$ cat config.mk
export PLATFORM = sky130hd
export DESIGN_NAME = fixed_sqrt_hs
export DESIGN_NICKNAME = d
export VERILOG_FILES = /design/src/rtl/fixed_sqrt_pkg.sv /design/src/rtl/fixed_sqrt_step.sv /design/src/rtl/fixed_sqrt_hs.sv
export SDC_FILE = /design/constraint.sdc
export NUM_CORES = 1
export LEC_CHECK = 0
export CORE_MARGIN = 5
export CORE_UTILIZATION = 25
export CTS_CLUSTER_SIZE = 24
export DETAILED_ROUTE_END_ITERATION = 6
export SETUP_SLACK_MARGIN = 0.15
export SYNTH_ARGS = -nofsm -noshare
export SYNTH_HDL_FRONTEND = slang
export SYNTH_HIERARCHICAL = 1
export SYNTH_SLANG_ARGS = --single-unit
$ cat constraint.sdc
create_clock -name clk -period 2.8 [get_ports clk]
set_clock_uncertainty 0.15 [all_clocks]
set_input_delay 0.42 -clock clk [delete_from_list [all_inputs] [get_ports clk]]
set_output_delay 0.42 -clock clk [all_outputs]
set_load 0.05 [all_outputs]
$ cat src/rtl/fixed_sqrt_pkg.sv
// Shared types and elaboration helpers for the handshaked fixed-point square root.
package fixed_sqrt_pkg;

  typedef enum logic [1:0] {
    IDLE = 2'd0,
    BUSY = 2'd1,
    DONE = 2'd2
  } state_t;

  function automatic int iters(input int width, input int frac);
    return (width + frac) / 32'sd2;
  endfunction

  function automatic bit width_ok(input int width, input int frac);
    return ((width + frac) % 32'sd2 == 32'sd0) && (frac <= width) && (frac >= 32'sd0);
  endfunction

  function automatic bit steps_ok(input int width, input int frac, input int steps);
    return (steps > 32'sd0) && (iters(width, frac) % steps == 32'sd0);
  endfunction

endpackage

$ cat src/rtl/fixed_sqrt_step.sv
// One combinational digit-recurrence step: retires a single root bit from two radicand bits.
module fixed_sqrt_step #(
  parameter int ITERS = 24
) (
  input  logic [ITERS+1:0] acc,
  input  logic [ITERS-1:0] root,
  input  logic [1:0]       pair,
  output logic [ITERS+1:0] next_acc,
  output logic [ITERS-1:0] next_root
);

  localparam int AW = ITERS + 2;

  logic [AW-1:0] shifted_s;
  logic [AW:0]   diff_s;
  logic          fits_s;

  // Trial subtraction; the partial remainder never exceeds 2*root, so AW bits suffice.
  always_comb begin
    shifted_s = AW'({acc, pair});
    diff_s    = {1'b0, shifted_s} - {1'b0, root, 2'b01};
    fits_s    = ~diff_s[AW];
    next_root = ITERS'({root, fits_s});
    if (fits_s) begin
      next_acc = diff_s[AW-1:0];
    end else begin
      next_acc = shifted_s;
    end
  end

endmodule

$ cat src/rtl/fixed_sqrt_hs.sv
// Unsigned fixed-point sqrt with valid/ready on both sides, STEPS_PER_CYCLE root bits per clock.
// Define FIXED_SQRT_REMAINDER_EN to expose the final remainder on out_rem.
module fixed_sqrt_hs
  import fixed_sqrt_pkg::*;
#(
  parameter int WIDTH           = 32,
  parameter int FRAC_WIDTH      = 16,
  parameter int STEPS_PER_CYCLE = 1
) (
  input  logic                              clk,
  input  logic                              reset,
  input  logic                              in_valid,
  output logic                              in_ready,
  input  logic [WIDTH-1:0]                  in_data,
  output logic                              out_valid,
  input  logic                              out_ready,
`ifdef FIXED_SQRT_REMAINDER_EN
  output logic [(WIDTH+FRAC_WIDTH)/2:0]     out_rem,
`endif
  output logic [WIDTH-1:0]                  out_data
);

  localparam int ITERS = iters(WIDTH, FRAC_WIDTH);
  localparam int RW    = WIDTH + FRAC_WIDTH;
  localparam int AW    = ITERS + 2;
  localparam int N     = ITERS / STEPS_PER_CYCLE;
  localparam int CW    = $clog2(N + 1);
  localparam logic [CW-1:0] LAST = CW'(N - 1);

  if (!width_ok(WIDTH, FRAC_WIDTH)) begin : g_bad_width
    $error("fixed_sqrt_hs: WIDTH+FRAC_WIDTH must be even and FRAC_WIDTH <= WIDTH");
  end
  if (!steps_ok(WIDTH, FRAC_WIDTH, STEPS_PER_CYCLE)) begin : g_bad_steps
    $error("fixed_sqrt_hs: STEPS_PER_CYCLE must divide (WIDTH+FRAC_WIDTH)/2");
  end

  state_t            state_r, state_nx;
  logic [RW-1:0]     rad_r;
  logic [AW-1:0]     acc_r;
  logic [ITERS-1:0]  root_r;
  logic [CW-1:0]     cnt_r;
  logic [WIDTH-1:0]  out_data_r;
  logic              accept_s;

  logic [AW-1:0]     acc_c  [STEPS_PER_CYCLE+1];
  logic [ITERS-1:0]  root_c [STEPS_PER_CYCLE+1];

  assign acc_c[0]  = acc_r;
  assign root_c[0] = root_r;

  // Chain of recurrence steps; step i consumes the i-th radicand bit pair from the top.
  for (genvar i = 0; i < STEPS_PER_CYCLE; i++) begin : g_step
    fixed_sqrt_step #(.ITERS(ITERS)) u_step (
      .acc       (acc_c[i]),
      .root      (root_c[i]),
      .pair      (rad_r[RW-1-2*i -: 2]),
      .next_acc  (acc_c[i+1]),
      .next_root (root_c[i+1])
    );
  end

  assign in_ready  = !reset && ((state_r == IDLE) || ((state_r == DONE) && out_ready));
  assign out_valid = (state_r == DONE);
  assign out_data  = out_data_r;
  assign accept_s  = in_valid && in_ready;

  // State register.
  always_ff @(posedge clk) begin
    if (reset) begin
      state_r <= IDLE;
    end else begin
      state_r <= state_nx;
    end
  end

  // Next-state logic; DONE with out_ready and in_valid restarts directly into BUSY.
  always_comb begin
    state_nx = state_r;
    case (state_r)
      IDLE: begin
        if (in_valid) state_nx = BUSY;
        else          state_nx = IDLE;
      end
      BUSY: begin
        if (cnt_r == LAST) state_nx = DONE;
        else               state_nx = BUSY;
      end
      DONE: begin
        if (out_ready) state_nx = in_valid ? BUSY : IDLE;
        else           state_nx = DONE;
      end
      default: state_nx = IDLE;
    endcase
  end

  // Datapath: load on accept, iterate while BUSY, capture the root on the final edge.
  always_ff @(posedge clk) begin
    if (reset) begin
      rad_r      <= '0;
      acc_r      <= '0;
      root_r     <= '0;
      cnt_r      <= '0;
      out_data_r <= '0;
    end else if (accept_s) begin
      rad_r  <= RW'(in_data) << FRAC_WIDTH;
      acc_r  <= '0;
      root_r <= '0;
      cnt_r  <= '0;
    end else if (state_r == BUSY) begin
      rad_r  <= rad_r << (2 * STEPS_PER_CYCLE);
      acc_r  <= acc_c[STEPS_PER_CYCLE];
      root_r <= root_c[STEPS_PER_CYCLE];
      cnt_r  <= cnt_r + CW'(1'b1);
      if (cnt_r == LAST) begin
        out_data_r <= WIDTH'(root_c[STEPS_PER_CYCLE]);
      end
    end
  end

`ifdef FIXED_SQRT_REMAINDER_EN
  logic [ITERS:0] out_rem_r;

  // Remainder is captured alongside the root and obeys the same hold rules.
  always_ff @(posedge clk) begin
    if (reset) begin
      out_rem_r <= '0;
    end else if (!accept_s && (state_r == BUSY) && (cnt_r == LAST)) begin
      out_rem_r <= acc_c[STEPS_PER_CYCLE][ITERS:0];
    end
  end

  assign out_rem = out_rem_r;
`endif

endmodule

# --- Yosys cells after proc, flatten, opt, wreduce, memory -nomap -nowiden ---
# Index checks and enable logic that the tools add are counted.
totals:
  in_bits: 36
  register_bits: 111
  out_inout_bits: 34
  elab_cells: 29
classes:
  mux: 7
  n_reduce_logical: 9
  eq_ne: 3
  n_addsub: 2
  bitwise_logic: 2
op_table:
  columns: ["cell", "n"]
  rows:
  - ["$mux 48", 2]
  - ["$sub 26x26->27", 1]
  - ["$mux 24", 1]
  - ["$pmux 2 s3", 1]
  - ["$add 5x1->5 const B", 1]
  - ["$eq 5x5->1 const B", 1]
  - ["$mux 2", 2]
  - ["$logic_and 1x1->1", 3]
  - ["$reduce_and 3->1", 1]
  - ["$eq 2x1->1 const B", 1]
  - ["$eq 2x2->1 const B", 1]
  - ["$logic_not 2->1", 1]
  - ["$not 1->1", 2]
  - ["$reduce_bool 2->1", 1]
  - ["$reduce_or 2->1", 1]
  - ["$logic_not 1->1", 1]
  - ["$logic_or 1x1->1", 1]
  - ["$mux 1", 1]

# --- Depth between registers and ports, before layout ---
logic_depth:
  depth_word: 7
  ltp_mapped: 14
  mapped_depth_nobuf: 12

# --- Modules after synthesis ---
# The synthesis kept the hierarchy.
modules_own_cells:
  columns: ["mod", "seq_area_each_um2", "instances", "area_each_um2", "cells_each"]
  rows:
  - ["fixed_sqrt_hs", 2262.2, 1, 4563.1, 478]
  - ["fixed_sqrt_step", 0.0, 1, 2010.7, 318]

# --- Worst setup path before layout ---
# Ideal clock, no wire load.
synth_path:
  path_type: "flip-flop to flip-flop"
  from: "register root_r[13]"
  to: "register acc_r[15]"
  arrival_ps: 2219
  t_required_ps: 2531
  path_slack_ps: 312
  path_stages_with_launch: 14
  setup_ps: 119
  path_cell_list: "dfxtp_1 inv_1 ha_1 buf_2 and2_4 and3_1 a221oi_2 o21a_1 a21o_1 buf_6 inv_4 mux2_4 nand2_1 a21oi_1"
synth_rtl:
  columns: ["item", "line_no", "source"]
  rows:
  - ["start: declaration", "fixed_sqrt_hs.sv:40", "logic [ITERS-1:0] root_r;"]
  - ["start signal: assignment", "fixed_sqrt_hs.sv:112", "root_r <= root_c[STEPS_PER_CYCLE];"]
  - ["end signal: assignment", "fixed_sqrt_hs.sv:111", "acc_r <= acc_c[STEPS_PER_CYCLE];"]
  - ["end: declaration", "fixed_sqrt_hs.sv:39", "logic [AW-1:0] acc_r;"]

==> flow_summary.toml <==
[sta]
finalSetupViolations = 0
setup_slack_ps = 212.6
fmax_mhz = 386.5
fin_crit_sh_pct = 92.41
fin_tns_setup_ps = 0
slew_viol_final = 0
tightest_slew_ps = 595.3
finalCriticalPeriod_ps = 2587
rsz0062_at_grt = "true"
hold_ws_ps = 307.2
relSlewSlack_pct = 60.31
finalHoldViolCount = 0

[clock_tree]
clk_path_buf_depth = 2
clkTransAtPathRegs_ps = 80
cts_root_buf = "clkbuf_16"
htree_levels = 3
tritoncts = "done"
cts_hold_buf = 0
clock_latency_ps = 350
cts_buffers = 9
cts_sinks = 111

[outcome]
status = "complete, no violations"

[layout]
diodes = 0
nNetsFinal = 865
areaGrowthSynthToFinish_pct = 21.19
regArea_um2 = 2233
stdcell_count = 1138
multi_input_comb_area_um2 = 3689
fill_cells = 2642
drive_above_1_share_pct = 13.24

[logic_synthesis]
yosysWarnings = 6
syn-cell-area_um2 = 6376
syn_area_per_cell_um2 = 8.324
syn_inst = 766

[power_and_ir_drop]
vdd_ir_drop_max_v = 0.0009461
power_leakage_nw = 2.843
powerDensity_nw_per_um2 = 1027

[routing]
route.detailed.drc = 0
wl_per_cell_um = 12.46
ant_nets = 0
routed_wl_um = 14180
drt_iter0_drc = 280
drt-vias-per-instance = 4.464
num_vias = 5080
first_pass_iters = 4

[placed_design]
port_buffers = 61
gp_congestion = 0.8409
dpl_worst_slack_ps = 61.79
dp.cells = 1111
dp_hpwl_um = 9857

[global_routing]
grt_max_degree = 54
grt_remaining_overflow = 0
antenna_found_initial = 0
grt_pass1_wl_um = 23490
grt.total_usage_pct = 9.718
first_global_vias = 4894

[worst_setup_path]
worstPathRequired_ps = 2890
slowest_stage = "dfxtp_2"
crit_type = "flip-flop to flip-flop"
worst_setup_path_start_kind = "flip-flop"
worstPathBufferInverterCount = 2
path_cells = "inv_2, ha_4, nand3_1, o221a_1, and3b_2, o21ai_2, a21o_4, buf_12, a311o_1, o22a_1, nand2_1, a21oi_1"
crit_start = "root_r[7]"
rr_endpoint = "acc_r[23]"
critPathMaxFanout = 16
critPathCaptureType = "flip-flop"
reg2reg_depth = 12
rrSetupSlack_ps = 210
max_stage_delay_ps = 370
cp_top_family = "compound AO/OA/AOI/OAI gates"
arrival_ps = 2680
r2r-start = "root_r[7]"

[hold_path]
hp-class = "flip-flop to flip-flop"
hold_end = "root_r[23]"
worstHoldPathCells = 2
min-delay-start = "root_r[23]"

[flow_run]
max_cap_viol_count = 0

[floorplanning]
io_pins = 70
die_h_um = 169.7
start_util_pct = 25.32
core_area_um2 = 25180
die_w_um = 169.7
dieArea_um2 = 28800
num_rows = 58
## registers in the layout, summed over array words and instances, names as in the netlist
name and cells:
state_r 2, acc_r 24, out_data 24, cnt_r 5, root_r 24, rad_r 32
## metal layers
layer | part of all wire (%) | global-route usage (%)
met1 | 48 | 12.72
met4 | 0.39 | 2.625
met2 | 47 | 15.95
met5 | 0 | 0
met3 | 4.3 | 2.469
## power breakdown
group,switching (mW),internal (mW)
Clock,0.639,0.714
Sequential,0.100,1.70
Combinational,2.53,2.25
## how the worst max path moves through the flow
stage,endpoint,slack [ps],cells after the start
after floorplan,acc_r[15],320,13
after global placement,acc_r[12],130,12
after detailed placement,acc_r[12],60,12
after CTS,acc_r[12],170,12
after global routing,acc_r[23],110,12
final,acc_r[23],210,12
## cell type report
cell class	count	area share [%]
well taps	330	5.343
repair buffers	99	12.31
multi-input cells	548	47.73
inverters	34	1.684
clock buffers	9	2.915
flip-flops and latches	111	28.90
clock inverters	7	1.117
## worst register-to-register path: stages (launching register included)
cell and delay [ps]:
dfxtp_2 370, inv_2 60, ha_4 290, nand3_1 80, o221a_1 250, and3b_2 270, o21ai_2 90, a21o_4 250
buf_12 150, a311o_1 260, o22a_1 150, nand2_1 60, a21oi_1 50
## what timing repair did
item,in CTS,in global routing
endpoints found under the setup margin,21,24
setup buffers,0,11
gates resized for setup,6,38
pin swaps,0,9
## per-stage QoR
stage | power, mW | util, % | cell area (µm²)
2_1_floorplan | 5.281 | - | 6402
3_3_place_gp | 6.084 | 28.42 | 7157
3_5_place_dp | 6.087 | 28.42 | 7157
4_1_cts | 7.568 | 29.85 | 7517
5_1_grt | 8.620 | 30.69 | 7727
6_report | 7.935 | 30.69 | 7727
## cell usage in the layout, fill, tap and decap left out, drive strengths merged, types with 26 or more instances in the layout
cell	count
mux2i	53
a21oi	70
nand2b	54
inv	37
ha	26
clkdlybuf4s50	60
o21ai	36
buf	39
o2bb2ai	29
nand2	138
dfxtp	111
(Power assumes the default switching activity.)
